`src/rtl/furv_lsu.sv`:
```
// Load/store unit: drives a word-addressed bus, splits lane-crossing accesses
// into two beats and assembles/extends load data.
//
// state | meaning
// IDLE  | waiting for req; captures the access
// BEAT0 | first bus beat, lanes from the address offset upward
// BEAT1 | second beat of a split access, next bus word
// DONE  | one-cycle completion pulse, fault qualifies it
module furv_lsu #(
  parameter int DATA_W           = 32,
  parameter int ALLOW_MISALIGNED = 1,
  parameter int TIMEOUT          = 0
) (
  input  logic                         clk,
  input  logic                         rst,
  input  logic                         req,
  input  logic                         we,
  input  logic [1:0]                   width,
  input  logic                         unsigned_ld,
  input  logic [31:0]                  addr,
  input  logic [31:0]                  wdata,
  output logic                         busy,
  output logic                         done,
  output logic                         fault,
  output logic [31:0]                  rdata,
  output logic                         mem,
  output logic                         mem_write,
  output logic [31-$clog2(DATA_W/8):0] bus_addr,
  output logic [DATA_W/8-1:0]          sel,
  output logic [DATA_W-1:0]            data_out,
  input  logic [DATA_W-1:0]            data_in,
  input  logic                         ack
);

  localparam int BYTES = DATA_W / 8;
  localparam int OFS   = $clog2(BYTES);
  localparam int AW    = 32 - OFS;
  localparam int TW    = (TIMEOUT > 1) ? $clog2(TIMEOUT) : 1;
  localparam logic [TW-1:0] TO_LOAD = (TIMEOUT > 0) ? TW'(TIMEOUT - 1) : '0;

  typedef enum logic [1:0] {IDLE, BEAT0, BEAT1, DONE} state_t;

  state_t            state;
  logic              we_q;
  logic              uns_q;
  logic              split_q;
  logic [1:0]        width_q;
  logic [OFS-1:0]    ofs_q;
  logic [31:0]       wdata_q;
  logic [DATA_W-1:0] ld_lo;
  logic [TW-1:0]     cnt;

  logic [1:0]          cur_width;
  logic [31:0]         cur_wdata;
  logic [OFS-1:0]      ofs;
  logic [3:0]          size_mask;
  logic [3:0]          lane_end;
  logic                split;
  logic [2*BYTES-1:0]  lane_mask;
  logic [2*DATA_W-1:0] st_wide;
  logic [2*DATA_W-1:0] ld_wide;
  logic [31:0]         ld_raw;
  logic [31:0]         ld_ext;
  logic                to_hit;

  // In IDLE the lane math looks at the live request; afterwards at the capture.
  always_comb begin
    cur_width = (state == IDLE) ? width : width_q;
    cur_wdata = (state == IDLE) ? wdata : wdata_q;
    ofs       = (state == IDLE) ? addr[OFS-1:0] : ofs_q;
    case (cur_width)
      2'd0:    size_mask = 4'b0001;
      2'd1:    size_mask = 4'b0011;
      default: size_mask = 4'b1111;
    endcase
    case (cur_width)
      2'd0:    lane_end = 4'(ofs) + 4'd1;
      2'd1:    lane_end = 4'(ofs) + 4'd2;
      default: lane_end = 4'(ofs) + 4'd4;
    endcase
    split     = lane_end > 4'(BYTES);
    lane_mask = {{(2*BYTES-4){1'b0}}, size_mask} << ofs;
    st_wide   = {{(2*DATA_W-32){1'b0}}, cur_wdata} << {ofs, 3'b000};
    ld_wide   = (state == BEAT1) ? {data_in, ld_lo} : {{DATA_W{1'b0}}, data_in};
    ld_raw    = 32'(ld_wide >> {ofs, 3'b000});
    case (width_q)
      2'd0:    ld_ext = uns_q ? {24'b0, ld_raw[7:0]}  : {{24{ld_raw[7]}}, ld_raw[7:0]};
      2'd1:    ld_ext = uns_q ? {16'b0, ld_raw[15:0]} : {{16{ld_raw[15]}}, ld_raw[15:0]};
      default: ld_ext = ld_raw;
    endcase
    to_hit = (TIMEOUT != 0) && (cnt == '0);
  end

  always_ff @(posedge clk or posedge rst) begin
    if (rst) begin
      state     <= IDLE;
      we_q      <= 1'b0;
      uns_q     <= 1'b0;
      split_q   <= 1'b0;
      width_q   <= 2'd0;
      ofs_q     <= '0;
      wdata_q   <= 32'd0;
      ld_lo     <= '0;
      cnt       <= '0;
      busy      <= 1'b0;
      done      <= 1'b0;
      fault     <= 1'b0;
      rdata     <= 32'd0;
      mem       <= 1'b0;
      mem_write <= 1'b0;
      bus_addr  <= '0;
      sel       <= '0;
      data_out  <= '0;
    end else begin
      case (state)
        IDLE: begin
          if (req) begin
            we_q    <= we;
            uns_q   <= unsigned_ld;
            width_q <= width;
            ofs_q   <= addr[OFS-1:0];
            wdata_q <= wdata;
            split_q <= split;
            if (split && (ALLOW_MISALIGNED == 0)) begin
              state <= DONE;
              done  <= 1'b1;
              fault <= 1'b1;
            end else begin
              state     <= BEAT0;
              busy      <= 1'b1;
              mem       <= 1'b1;
              mem_write <= we;
              bus_addr  <= addr[31:OFS];
              sel       <= lane_mask[BYTES-1:0];
              data_out  <= st_wide[DATA_W-1:0];
              cnt       <= TO_LOAD;
            end
          end
        end
        BEAT0, BEAT1: begin
          if (ack) begin
            if ((state == BEAT0) && split_q) begin
              state    <= BEAT1;
              bus_addr <= bus_addr + AW'(1);
              sel      <= lane_mask[2*BYTES-1:BYTES];
              data_out <= st_wide[2*DATA_W-1:DATA_W];
              ld_lo    <= data_in;
              cnt      <= TO_LOAD;
            end else begin
              state     <= DONE;
              busy      <= 1'b0;
              mem       <= 1'b0;
              mem_write <= 1'b0;
              sel       <= '0;
              done      <= 1'b1;
              fault     <= 1'b0;
              if (!we_q) rdata <= ld_ext;
            end
          end else if (to_hit) begin
            // Ack on the terminal cycle is taken above, so it beats the timeout.
            state     <= DONE;
            busy      <= 1'b0;
            mem       <= 1'b0;
            mem_write <= 1'b0;
            sel       <= '0;
            done      <= 1'b1;
            fault     <= 1'b1;
          end else begin
            cnt <= cnt - TW'(1);
          end
        end
        DONE: begin
          state <= IDLE;
          done  <= 1'b0;
          fault <= 1'b0;
        end
        default: state <= IDLE;
      endcase
    end
  end

endmodule

```
`config.mk`:
```
export PLATFORM = sky130hd
export DESIGN_NAME = furv_lsu
export DESIGN_NICKNAME = d
export VERILOG_FILES = /design/src/rtl/furv_lsu.sv
export SDC_FILE = /design/constraint.sdc
export NUM_CORES = 1
export LEC_CHECK = 0
export BUFFER_PORTS_ARGS = -buffer_cell sky130_fd_sc_hd__buf_2
export CORE_ASPECT_RATIO = 0.9
export CORE_MARGIN = 3
export CORE_UTILIZATION = 52
export CTS_BUF_LIST = sky130_fd_sc_hd__clkbuf_4 sky130_fd_sc_hd__clkbuf_8
export DETAILED_ROUTE_END_ITERATION = 12
export GPL_TIMING_DRIVEN = 0
export PLACE_DENSITY = 0.79
export SYNTH_ARGS = -nofsm -noshare
export SYNTH_HDL_FRONTEND = slang
export SYNTH_SLANG_ARGS = --single-unit
```
`constraint.sdc`:
```
create_clock -name clk -period 6.1 [get_ports clk]
set_clock_uncertainty 0.2 [all_clocks]
set_input_delay 1.22 -clock clk [delete_from_list [all_inputs] [get_ports clk]]
set_output_delay 1.22 -clock clk [all_outputs]
set_load 0.02 [all_outputs]
```
# Yosys cells after proc, flatten, opt, wreduce, memory -nomap -nowiden
# Index checks and enable logic that the tools add are counted.
[word_totals]
reg_bits = 175
out_inout_bits = 103
elab_cells = 85
[op_classes]
n_addsub = 4
magnitude_cmp = 1
eq_ne = 9
shifts = 3
n_mux = 35
n_bitwise = 2
reduce_logical = 15
[op_table]
columns = ["op", "count"]
rows = [
  ["32-bit 2-to-1 mux", 6],
  ["32-bit case mux with 2 select lines", 2],
  ["30-bit 2-to-1 mux", 3],
  ["64-bit 2-to-1 mux", 1],
  ["32-bit by 5-bit left shift with 64-bit output", 1],
  ["64-bit by 5-bit right shift with 32-bit output", 1],
  ["30-bit case mux with 2 select lines", 1],
  ["30-bit by 1-bit adder with 30-bit output, second input constant", 1],
  ["4-bit case mux with 2 select lines", 3],
  ["4-bit 2-to-1 mux", 3],
  ["4-bit AND reduction", 3],
  ["3-bit AND reduction", 3],
  ["2-bit 2-to-1 mux", 4],
  ["2-bit != test, second input constant", 4],
  ["1-bit case mux with 2 select lines", 4],
  ["4-bit by 2-bit left shift with 8-bit output", 1],
  ["1-bit 2-to-1 mux", 7],
  ["2-bit by 1-bit == test with 1-bit output, second input constant", 3],
  ["2-bit logical NOT", 3],
  ["2-bit case mux with 3 select lines", 1],
  ["2-bit by 3-bit adder with 4-bit output, second input constant", 1],
  ["2-bit == test, second input constant", 2],
  ["4-bit by 3-bit > comparator with 1-bit output, second input constant", 1],
  ["2-bit AND reduction", 2],
  ["6 further kinds", 8],
]

# Depth between registers and ports, before layout
# Gate-level depths: netlist of the first run.
[logic_depth]
depth_word = 8
ltp_mapped = 14

# Least setup slack after synthesis of the first run
# No wires, ideal clock.
[synth_path]
kind = "input to register"
from = "input port addr[0]"
to = "register split_q"
setup_time_ns = 0.141
arrival_ns = 2.847
slack_ns = 2.912
stages = 13
cell_sequence = "buf_6 > mux2_2 > buf_6 > inv_4 > buf_6 > buf_6 > buf_2 > ha_1 > nor2_1 > o32a_1 > nor2_1 > nor2_1 > o21ai_0"
[synth_via]
elab_chain_cells = 4
elab_cells_between_ends = 6
cone_classes = "add/sub (3); order compare (1); mux (2)"
[synth_rtl]
columns = ["element", "line_no", "rtl"]
rows = [
  ["from (decl)", "20", "input logic [31:0] addr,"],
  ["2-bit 2-to-1 mux (*)", "70", "ofs = (state == IDLE) ? addr[OFS-1:0] : ofs_q;"],
  ["2-bit by 3-bit adder with 4-bit output (tied with other cells)", "79", "default: lane_end = 4'(ofs) + 4'd4;"],
  ["4-bit case mux with 2 select lines (*)", "76", "case (cur_width)"],
  ["4-bit by 3-bit > comparator with 1-bit output (*)", "81", "split = lane_end > 4'(BYTES);"],
  ["to (signal assigned)", "123", "split_q <= split;"],
  ["to (decl)", "46", "logic split_q;"],
]
# Mark *: on every way between the ends. The rest lies on a longest branch, timed or not.
# A chain may end at the register's enable or synchronous reset.

# Worst setup path in the final report of the first run
[layout_path]
from = "register state[0]"
to = "register split_q"
[layout_via]
elab_chain_cells = 5
elab_cells_between_ends = 11
cone_classes = "add/sub (3); order compare (1); eq/ne (1); mux (3); reduce/logical (3)"
[layout_rtl]
columns = ["element", "line_no", "rtl"]
rows = [
  ["from (decl)", "43", "state_t state;"],
  ["from (signal assigned)", "96", "state <= IDLE;"],
  ["from (signal assigned)", "125", "state <= DONE;"],
  ["from (signal assigned)", "129", "state <= BEAT0;"],
  ["2-bit logical NOT (*)", "68, 70, 115", ""],
  ["2-bit 2-to-1 mux, on equally long branches", "70, 68", ""],
  ["2-bit by 3-bit adder with 4-bit output (tied with other cells)", "79", ""],
  ["4-bit case mux with 2 select lines", "76", ""],
  ["4-bit by 3-bit > comparator with 1-bit output", "81", ""],
]
# Marks and branches as above.

==> metrics.log, run 1 <==
[metrics] data arrival time at the worst-slack endpoint: 3.46 ns
[metrics] kind of critical path: reg -> reg
[metrics] unrepaired setup endpoints after global routing: no
[metrics] Core Footprint: 18600 µm²
[metrics] largest family of logic cells by synthesized area: multiplexers
[metrics] starting density of the core: 0.536
[metrics] Die Area: 20900 µm²
[metrics] Resized Gates After CTS: 0
[metrics] FILL cells: 1597
[metrics] achievable clock frequency: 300 MHz
[metrics] syn avg cell area: 9.27 µm²
[metrics] H-tree levels: 4
[metrics] number of primary I/O pins: slightly above 200
[metrics] post-layout util: 0.636
[metrics] Post-synth top flop: sky130_fd_sc_hd__dfrtp_1
[metrics] Post-DP Area: 11400 µm²
[metrics] syn nets: 1188
[metrics] outcome: finished, final reports clean
[metrics] count of flip-flops with a built-in enable after synthesis: 0
[metrics] average vias per placed instance: 6.08
[metrics] distinct cell type count of the synthesized netlist: 59
[metrics] Critical Path RT: 6.22 ns
[metrics] cell count after synthesis: 1076
[metrics] shortest period the worst path allows: 3.33 ns
[metrics] post-detailed-placement half-perimeter wirelength: 24200 µm
[metrics] commonest cells in the netlist: sky130_fd_sc_hd__nand2_1 (221), sky130_fd_sc_hd__dfrtp_1 (174), sky130_fd_sc_hd__mux2i_1 (96)
[metrics] kind of start point of the critical path: register
[metrics] arithmetic-cell share of the synthesized area counting full adders, half adders and majority gates: 0.0100
[metrics] clock tree root driver cell: sky130_fd_sc_hd__clkbuf_8
[metrics] Yosys reg bits: approximately 170
[metrics] biggest area contributors in the synthesized netlist: sky130_fd_sc_hd__dfrtp_1 (44%), sky130_fd_sc_hd__mux2i_1 (9.6%), sky130_fd_sc_hd__mux2_2 (8.9%)
[metrics] share of post-route cells with drive strength above 1: 0.280
[metrics] share of the synthesized area in the top cell type: 0.437
[metrics] TritonCTS clock tree: built
[metrics] Non-Filler Cell Area, Final: 11800 µm²
[metrics] port buffer count: 204
[metrics] overflow left after global routing: 0
[metrics] Post-CTS Setup Bufs: 0
[metrics] y dimension of the die: 137 µm
[metrics] post-synthesis async set-or-reset flop share: 1.00
[metrics] post-synthesis cell type with the largest combined area: sky130_fd_sc_hd__dfrtp_1
[metrics] maximum buffer depth of the clock tree: 2
[metrics] DRC Markers: 0
[metrics] Yosys Warn Count: 0
[metrics] clk sink count: 174
[metrics] summed instance area of the synthesized netlist: 9970 µm²
[metrics] clock transition at the registers of the reported paths: 0.09 ns
[metrics] Avg WL per Cell: 20.8 µm
[metrics] Final Setup Violations: 0
[metrics] synth-to-layout area growth: 18.5%
[metrics] XOR/XNOR share of the synthesized area: 0
[metrics] leakage power summed over all cells: 5.55 nW
[metrics] final critical-path share of the clock period: 0.546
[metrics] critical path capture point type: register
[metrics] Net count, final: 1415
[metrics] areal power density over the cells: 607 nW/µm²
[metrics] share of synthesized cell area in and, or, nand and nor gates: 0.172
[metrics] latest clock arrival within the worst-skew pair: 0.47 ns
[metrics] worst slack at placement: 2.46 ns
[metrics] Slew Limit Headroom: 0.317
[metrics] worst min-delay path category: reg -> reg
[metrics] chip width: ~150 µm
[metrics] Final GP Congestion: approximately 0.95
[metrics] vias after detailed routing: roughly 9.5k
[metrics] share of the yosys chip area belonging to registers: 0.437
[metrics] endpoints failing hold: 0
[metrics] slew at the pin with the worst max-slew slack: just over 1 ns
[metrics] total wirelength of the detailed-routed design: 32400 µm
[metrics] IR Drop Worst-Case VDD: 318 µV
[metrics] number of maximum-capacitance constraint violations: 0
[metrics] number of nets still failing antenna checks after routing: 0
[metrics] share of the synthesized area in compound gates (AO/OA/AOI/OAI): 0.147
[metrics] number of optimization iterations in the first detailed-route pass: 6
[metrics] total of hold buffers inserted after clock tree synthesis: 0
[metrics] TritonCTS buffer count: 17
[metrics] DRC violation total after the first TritonRoute iteration: around 1.1k
[metrics] Setup WS post-layout: 2.77 ns
[metrics] crit path max fanout: 10
[metrics] antenna violations before repair: 2
[metrics] Global Route Usage Sum: 0.304
[metrics] number of cell rows: 47
[metrics] maximum number of pins on one net before global-route repair: 43
[metrics] number of pins with negative max-slew slack in the final report: 0
[metrics] library cell with the highest instance count after synthesis: sky130_fd_sc_hd__nand2_1
[metrics] Total Negative Setup Slacks: 0 ns
[metrics] via count of the first global-routing pass: 8981
[metrics] wire length of the first global-routing pass: approximately 50000 µm
[metrics] fraction of synthesized area in multiplexers: 0.192
## per-layer routing
| layer | share of wire | GRT usage | up-vias |
|---|---|---|---|
| li1 | - | - | 4303 |
| met4 | 0.022 | 0.0914 | 2 |
| met3 | 0.11 | 0.0823 | 66 |
| met5 | 0.00040 | 0 | - |
| met2 | 0.43 | 0.450 | 575 |
| met1 | 0.43 | 0.440 | 4545 |
## cells by family (layout without fill, tap and decap cells)
kind of cell	count (synthesis)	in the layout
adders and majority gates	8	8
and+or+nand+nor	399	399
AOI/OAI and AO/OA	227	227
DFF	174	174
muxes	178	178
buffers and inverters	89	329
other	1	2
## placed cells by master, fill, tap and decap left out, drive strengths merged, types with 28 or more instances in the layout
cell type / netlist / routed
o21ai: 58 / 58
dfrtp: 174 / 174
nand2: 221 / 221
mux2: 79 / 79
clkbuf: 41 / 60
buf: 38 / 246
nor2: 88 / 88
a21oi: 53 / 53
nand3: 32 / 32
o22ai: 28 / 28
mux2i: 98 / 98
## per-stage QoR
| step | hold slack [ns] | std cells | total power, mW |
|---|---|---|---|
| after detailed placement | 0.264 | 1529 | 6.19 |
| after CTS | 0.287 | 1561 | 7.10 |
| final | 0.288 | 1562 | 7.18 |
| after global placement | 0.258 | 1525 | 6.08 |
| after floorplan | 0.245 | 1076 | 4.89 |
| after global routing | 0.315 | 1562 | 7.62 |
## critical path: stages (launching register included)
cell and delay (ns):
sky130_fd_sc_hd__dfrtp_1 0.44, sky130_fd_sc_hd__inv_1 0.15, sky130_fd_sc_hd__ha_1 0.29, sky130_fd_sc_hd__mux2_2 0.45, sky130_fd_sc_hd__clkinv_1 0.21, sky130_fd_sc_hd__buf_2 0.29
sky130_fd_sc_hd__buf_1 0.40, sky130_fd_sc_hd__ha_1 0.32, sky130_fd_sc_hd__nor2_1 0.10, sky130_fd_sc_hd__o32a_1 0.15, sky130_fd_sc_hd__nor2_1 0.04, sky130_fd_sc_hd__nor2_1 0.08
sky130_fd_sc_hd__o21ai_0 0.07
## power breakdown
part	switching, mW	leakage (nW)	internal, mW
Clock	0.470	0.217	0.432
Sequential	0.366	2.15	1.67
Combinational	2.67	3.18	1.57
## sequential cells by signal, summed over array words and instances (netlist names), 4 cells and up
signal    flops
wdata_q      32
data_out     32
rdata        32
sel           4
bus_addr     30
ld_lo        32
## final timing paths
path                           from     endpoint  slack (ns)  cells past startpoint
max                        state[0]      split_q        2.77                     12
min                        ld_lo[4]     ld_lo[4]        0.29                      2
max reg2reg                state[0]      split_q        2.77                     12
min reg2reg                ld_lo[4]     ld_lo[4]        0.29                      2
max in group asynchronous       rst    ld_lo[12]        4.33                      4
min in group asynchronous       rst  wdata_q[28]        0.54                      2
## final cells by class
cell class | instances | area (µm²) | share of cell area
well taps | 245 | 307 | 0.0259
plain buffers | 79 | 389 | 0.0329
clock buffers | 19 | 255 | 0.0216
multi-input cells | 813 | 5190 | 0.439
repair buffers | 208 | 1100 | 0.0932
diodes | 1 | 2.50 | 0.000212
inverters | 10 | 43.8 | 0.00371
flip-flops and latches | 174 | 4350 | 0.368
clock inverters | 13 | 179 | 0.0151
(Power assumes the default switching activity.)
==> inputs of run 2 (changes only) <==
CORE_UTILIZATION = 57   (was 52)
PLACE_DENSITY = 0.83   (was 0.79)
clock period = 3.3 ns   (was 6.1 ns; I/O delays follow)
==> metrics.log, run 2 (same netlist as run 1, synthesis figures left out) <==
[metrics] number of pins with negative max-slew slack in the final report: 0
[metrics] areal power density over the cells: 1130 nW/µm²
[metrics] shortest period the worst path allows: 3.15 ns
[metrics] leakage power summed over all cells: 5.55 nW
[metrics] Final GP Congestion: around 1
[metrics] Critical Path RT: 3.46 ns
[metrics] Avg WL per Cell: 20.1 µm
[metrics] Sequential Power Share: 0.282
[metrics] starting density of the core: 0.586
[metrics] kind of start point of the critical path: register
[metrics] Core Footprint: 17000 µm²
[metrics] clock transition at the registers of the reported paths: ~0.1 ns
[metrics] DRC Markers: 0
[metrics] IR Drop Worst-Case VDD: approximately 670 µV
[metrics] Setup WS post-layout: 0.154 ns
[metrics] Post-Layout Cell Count: between 1.5k and 2k
[metrics] combinational cell fraction of total power: 0.589
[metrics] clock tree root driver cell: sky130_fd_sc_hd__clkbuf_8
[metrics] H-tree levels: 4
[metrics] most used cells in the layout excluding fill and tap cells: sky130_fd_sc_hd__buf_2 (225), sky130_fd_sc_hd__nand2_1 (221), sky130_fd_sc_hd__dfrtp_1 (174)
[metrics] Final Setup Violations: 0
[metrics] number of antenna repair diodes: 0
[metrics] kind of critical path: reg -> reg
[metrics] Global Route Usage Sum: 0.320
[metrics] total wirelength of the detailed-routed design: 31200 µm
[metrics] via count of the first global-routing pass: just under 9k
[metrics] FILL cells: 1370
[metrics] slew at the pin with the worst max-slew slack: just under 1 ns
[metrics] unrepaired setup endpoints after global routing: no
[metrics] chip width: approximately 150 µm
[metrics] count of placed standard cells including taps: 1519
[metrics] antenna violations before repair: 0
[metrics] synth-to-layout area growth: 18.7%
[metrics] final critical-path share of the clock period: 0.953
[metrics] WHS: about 0.13 ns
[metrics] critical path capture point type: register
[metrics] TritonCTS clock tree: built
[metrics] crit path max fanout: 10
[metrics] total chip power: 13.3 mW
[metrics] vias after detailed routing: 9609
[metrics] number of primary I/O pins: about 210
[metrics] achievable clock frequency: 318 MHz
[metrics] CP most frequent cell: sky130_fd_sc_hd__buf_2
[metrics] delay of the slowest cell on the worst path: 0.57 ns
[metrics] total of hold buffers inserted after clock tree synthesis: 0
[metrics] share of post-route cells with drive strength above 1: 0.282
[metrics] y dimension of the die: 131 µm
[metrics] highest-delay cell along the critical path: sky130_fd_sc_hd__a21oi_1
[metrics] number of cell rows: 45
[metrics] latest clock arrival within the worst-skew pair: 0.48 ns
[metrics] clock network fraction of total power: 0.129
[metrics] crit path cell chain: inv_1 > ha_1 > buf_2 > nand4_1 > a21oi_1 > buf_2 > buf_2 > nor2_1 > a211oi_1
[metrics] number of optimization iterations in the first detailed-route pass: 6
[metrics] net switching fraction of the power: 0.486
[metrics] endpoints failing hold: 0
[metrics] DRC violation total after the first TritonRoute iteration: 1283
[metrics] outcome: finished, final reports clean
[metrics] internal power of the cells: 6.85 mW
[metrics] data arrival time at the worst-slack endpoint: 3.31 ns
[metrics] TritonCTS buffer count: 17
[metrics] number of maximum-capacitance constraint violations: 0
[metrics] port buffer count: a little over 200
[metrics] worst slack at placement: 0.0934 ns
[metrics] maximum number of pins on one net before global-route repair: between 40 and 50
[metrics] maximum buffer depth of the clock tree: 2
[metrics] Slew Limit Headroom: 0.347
[metrics] most common cell after layout, fill and taps aside: sky130_fd_sc_hd__buf_2
[metrics] average vias per placed instance: 6.20
[metrics] overflow left after global routing: 0
[metrics] wire length of the first global-routing pass: just under 50000 µm
[metrics] Buf+Inv Stages, Crit Path: 4
[metrics] number of nets still failing antenna checks after routing: 0
[metrics] Die Area: 19100 µm²
[metrics] dominant delay contributor by cell family on the critical path: buffers and inverters
[metrics] Net count, final: 1415
[metrics] clk sink count: 174
[metrics] net switching component of the power: 6.47 mW
[metrics] post-detailed-placement half-perimeter wirelength: 23200 µm
[metrics] worst min-delay path category: in -> async
-- run 2: per-stage QoR --
step | TNS, ns | utilization | instance area (µm²)
2_1_floorplan | 0 | - | 9970
6_report | 0 | 0.696 | 11800
5_1_grt | 0 | 0.696 | 11800
3_3_place_gp | -156.44 | 0.664 | 11300
4_1_cts | 0 | 0.695 | 11800
3_5_place_dp | 0 | 0.669 | 11400
-- run 2: final timing paths --
kind                        startpoint           end  slack, ns  cells past startpoint
setup / recovery              state[0]  bus_addr[29]       0.15                      9
min in group clk           data_in[24]     ld_lo[24]       0.18                      3
hold reg to reg               ld_lo[0]      ld_lo[0]       0.29                      2
hold / removal                     rst   wdata_q[24]       0.13                      2
max in group asynchronous          rst  bus_addr[18]       1.90                      4
setup reg to reg              state[0]  bus_addr[29]       0.15                      9
-- run 2: layout make-up --
class                   count  area, µm²  share of cell area
plain buffers              79        395              0.0334
inverters                  10       47.5             0.00402
well taps                 235        294              0.0249
clock buffers              18        241              0.0204
flip-flops and latches    174       4350               0.368
clock inverters            14        209              0.0177
repair buffers            208       1100              0.0931
multi-input cells         813       5190               0.439
-- run 2: power groups by stage --
stage / sequential, mW / clock [mW] / combinational (mW)
floorplan: 4.23 / 0 / 4.81
CTS: 3.74 / 1.72 / 7.64
global route: 3.86 / 1.81 / 8.41
global placement: 3.73 / 0 / 7.42
finish: 3.76 / 1.72 / 7.84
detailed placement: 3.77 / 0 / 7.58
-- run 2: repair_timing --
action | 4_1_cts | 5_1_grt
resized for setup | 0 | 6
setup endpoints to repair | 0 | 1
buffers inserted | 0 | 0
-- run 2: routing by layer --
| layer | up-vias | GRT usage | part of all wire |
|---|---|---|---|
| met5 | - | 0 | 0 |
| met4 | 0 | 0.0828 | 0.027 |
| met3 | 100 | 0.0834 | 0.13 |
| met2 | 668 | 0.464 | 0.43 |
| met1 | 4533 | 0.479 | 0.42 |
| li1 | 4308 | - | - |
==> inputs of run 3 (changes only) <==
CORE_UTILIZATION = 55   (was 57)
PLACE_DENSITY = 0.8   (was 0.83)
==> metrics.log, run 3 (same netlist as run 1, synthesis figures left out) <==
[metrics] clk sink count: between 150 and 200
[metrics] outcome: finished, final reports clean
[metrics] sequential cell area: 4350 µm²
[metrics] crit path cell chain: inv_1 > ha_1 > mux2_2 > buf_6 > inv_4 > buf_6 > buf_6 > buf_2 > ha_1 > nor2_1 > o32a_1 > nor2_1 > nor2_1 > o21ai_0
[metrics] TritonCTS buffer count: 17
[metrics] most common cell after layout, fill and taps aside: sky130_fd_sc_hd__buf_2
[metrics] Avg WL per Cell: 20.5 µm
[metrics] Die Area: around 20000 µm²
[metrics] critical path capture point type: register
[metrics] Net count, final: between 1k and 1.5k
[metrics] post-detailed-placement half-perimeter wirelength: 23600 µm
[metrics] leakage power summed over all cells: 5.58 nW
[metrics] delay of the slowest cell on the worst path: 0.44 ns
[metrics] TritonCTS clock tree: built
[metrics] Critical Path RT: 3.43 ns
[metrics] shortest period the worst path allows: 3.14 ns
[metrics] via count of the first global-routing pass: 8882
[metrics] final critical-path share of the clock period: 0.953
[metrics] number of primary I/O pins: 207
[metrics] post-layout util: 0.669
[metrics] antenna violations before repair: 1
[metrics] clock tree root driver cell: sky130_fd_sc_hd__clkbuf_8
[metrics] maximum buffer depth of the clock tree: 2
[metrics] kind of critical path: reg -> reg
[metrics] Final GP Congestion: 0.982
[metrics] number of cell rows: 46
[metrics] busiest layer in global routing: met2
[metrics] total wirelength of the detailed-routed design: 32000 µm
[metrics] fraction of met1 tracks used by global routing: 0.472
[metrics] achievable clock frequency: 318 MHz
[metrics] Core Footprint: 17700 µm²
[metrics] multi-input logic area: between 5000 and 6000 µm²
[metrics] global-route met2 utilization: 0.476
[metrics] vias after detailed routing: roughly 9.4k
[metrics] endpoints failing hold: 0
[metrics] Slew Limit Headroom: 0.382
[metrics] latest clock arrival within the worst-skew pair: between 0.4 and 0.5 ns
[metrics] unrepaired setup endpoints after global routing: no
[metrics] kind of start point of the critical path: register
[metrics] number of maximum-capacitance constraint violations: 0
[metrics] clock transition at the registers of the reported paths: 0.10 ns
[metrics] Total Negative Setup Slacks: 0 ns
[metrics] average vias per placed instance: 6.04
[metrics] Post-CTS Setup Bufs: 0
[metrics] data arrival time at the worst-slack endpoint: 3.27 ns
[metrics] number of optimization iterations in the first detailed-route pass: 6
[metrics] Global Route Usage Sum: 0.319
[metrics] most used cells in the layout excluding fill and tap cells: sky130_fd_sc_hd__buf_2 (226), sky130_fd_sc_hd__nand2_1 (221), sky130_fd_sc_hd__dfrtp_1 (174)
[metrics] DRC Markers: 0
[metrics] worst min-delay path category: in -> reg
[metrics] FILL cells: 1465
[metrics] y dimension of the die: 134 µm
[metrics] DRC violation total after the first TritonRoute iteration: 1031
[metrics] wire length of the first global-routing pass: 49200 µm
[metrics] number of nets still failing antenna checks after routing: 0
[metrics] number of pins with negative max-slew slack in the final report: 0
[metrics] crit path max fanout: 10
[metrics] maximum number of pins on one net before global-route repair: 42
[metrics] H-tree levels: 4
[metrics] synth-to-layout area growth: 19.0%
[metrics] share of post-route cells with drive strength above 1: 0.280
[metrics] Final Setup Violations: 0
[metrics] starting density of the core: 0.562
[metrics] chip width: 148 µm
[metrics] IR Drop Worst-Case VDD: 615 µV
[metrics] overflow left after global routing: 0
[metrics] port buffer count: 204
[metrics] slew at the pin with the worst max-slew slack: 0.919 ns
[metrics] highest-delay cell along the critical path: sky130_fd_sc_hd__dfrtp_1
[metrics] areal power density over the cells: approximately 1100 nW/µm²
[metrics] global-route met3 utilization: 0.0847
## run 3: cell count changes in the layout (fill, tap and decap cells not counted), moves of 2 or more
cell	delta
sky130_fd_sc_hd__clkinv_4	-3
sky130_fd_sc_hd__clkinv_2	+2
sky130_fd_sc_hd__inv_8	-2
sky130_fd_sc_hd__diode_2	+3
sky130_fd_sc_hd__inv_6	+3
sky130_fd_sc_hd__clkbuf_4	-2
sky130_fd_sc_hd__clkinvlp_4	-4
sky130_fd_sc_hd__clkbuf_8	+2
## run 3: through the flow
step                hold WS, ns  std cells  power [mW]  cell area (µm²)  setup WS, ns
floorplan                 0.245       1076        9.04             9970         0.215
global placement          0.257       1520        11.2            11300        -0.936
detailed placement        0.265       1524        11.4            11400        0.0231
CTS                       0.165       1557        13.2            11900        0.0102
global route              0.184       1556        14.2            11900        0.0125
finish                    0.181       1559        13.4            11900         0.156
## run 3: critical path, delay by kind of cell, from the launching register on
family                     cells  cell delay [ns]
buffers and inverters          6             0.94
adders and majority gates      2             0.58
DFF                            1             0.44
muxes                          1             0.38
and+or+nand+nor                3             0.23
AOI/OAI and AO/OA              2             0.22
## run 3: final cells by class
type,instances,share of cell area
Antenna cell,3,0.000633
Buffer,78,0.0325
Clock buffer,20,0.0227
Clock inverter,12,0.0172
Inverter,10,0.00369
Multi-Input combinational cell,813,0.437
Sequential cell,174,0.367
Tap cell,240,0.0253
Timing Repair Buffer,209,0.0937
## run 3: timing repair
action                                  CTS  global route
endpoints found under the setup margin    0             1
endpoints found under the hold margin    17             0
resized for setup                         0             0
hold buffers                              1             0
## run 3: worst paths after layout
check	startpoint	endpoint	slack, ns	cells after the start
setup / recovery	state[0]	split_q	0.16	14
hold / removal	data_in[29]	ld_lo[29]	0.18	3
setup reg to reg	state[0]	split_q	0.16	14
hold reg to reg	ld_lo[23]	ld_lo[23]	0.28	2
max in group asynchronous	rst	ld_lo[1]	1.21	6
min in group asynchronous	rst	data_out[6]	0.54	3
## run 3: power breakdown
part	switching, mW	internal (mW)
logic	4.94	2.90
clock network	0.839	0.960
registers	0.685	3.09
total	6.46	6.95
## run 3: per-layer routing
metal | wire length (µm) | vias to the layer above
li1 | - | 4299
met1 | 14100 | 4497
met2 | 13700 | 568
met3 | 3630 | 48
met4 | 526 | 2
met5 | 9 | -
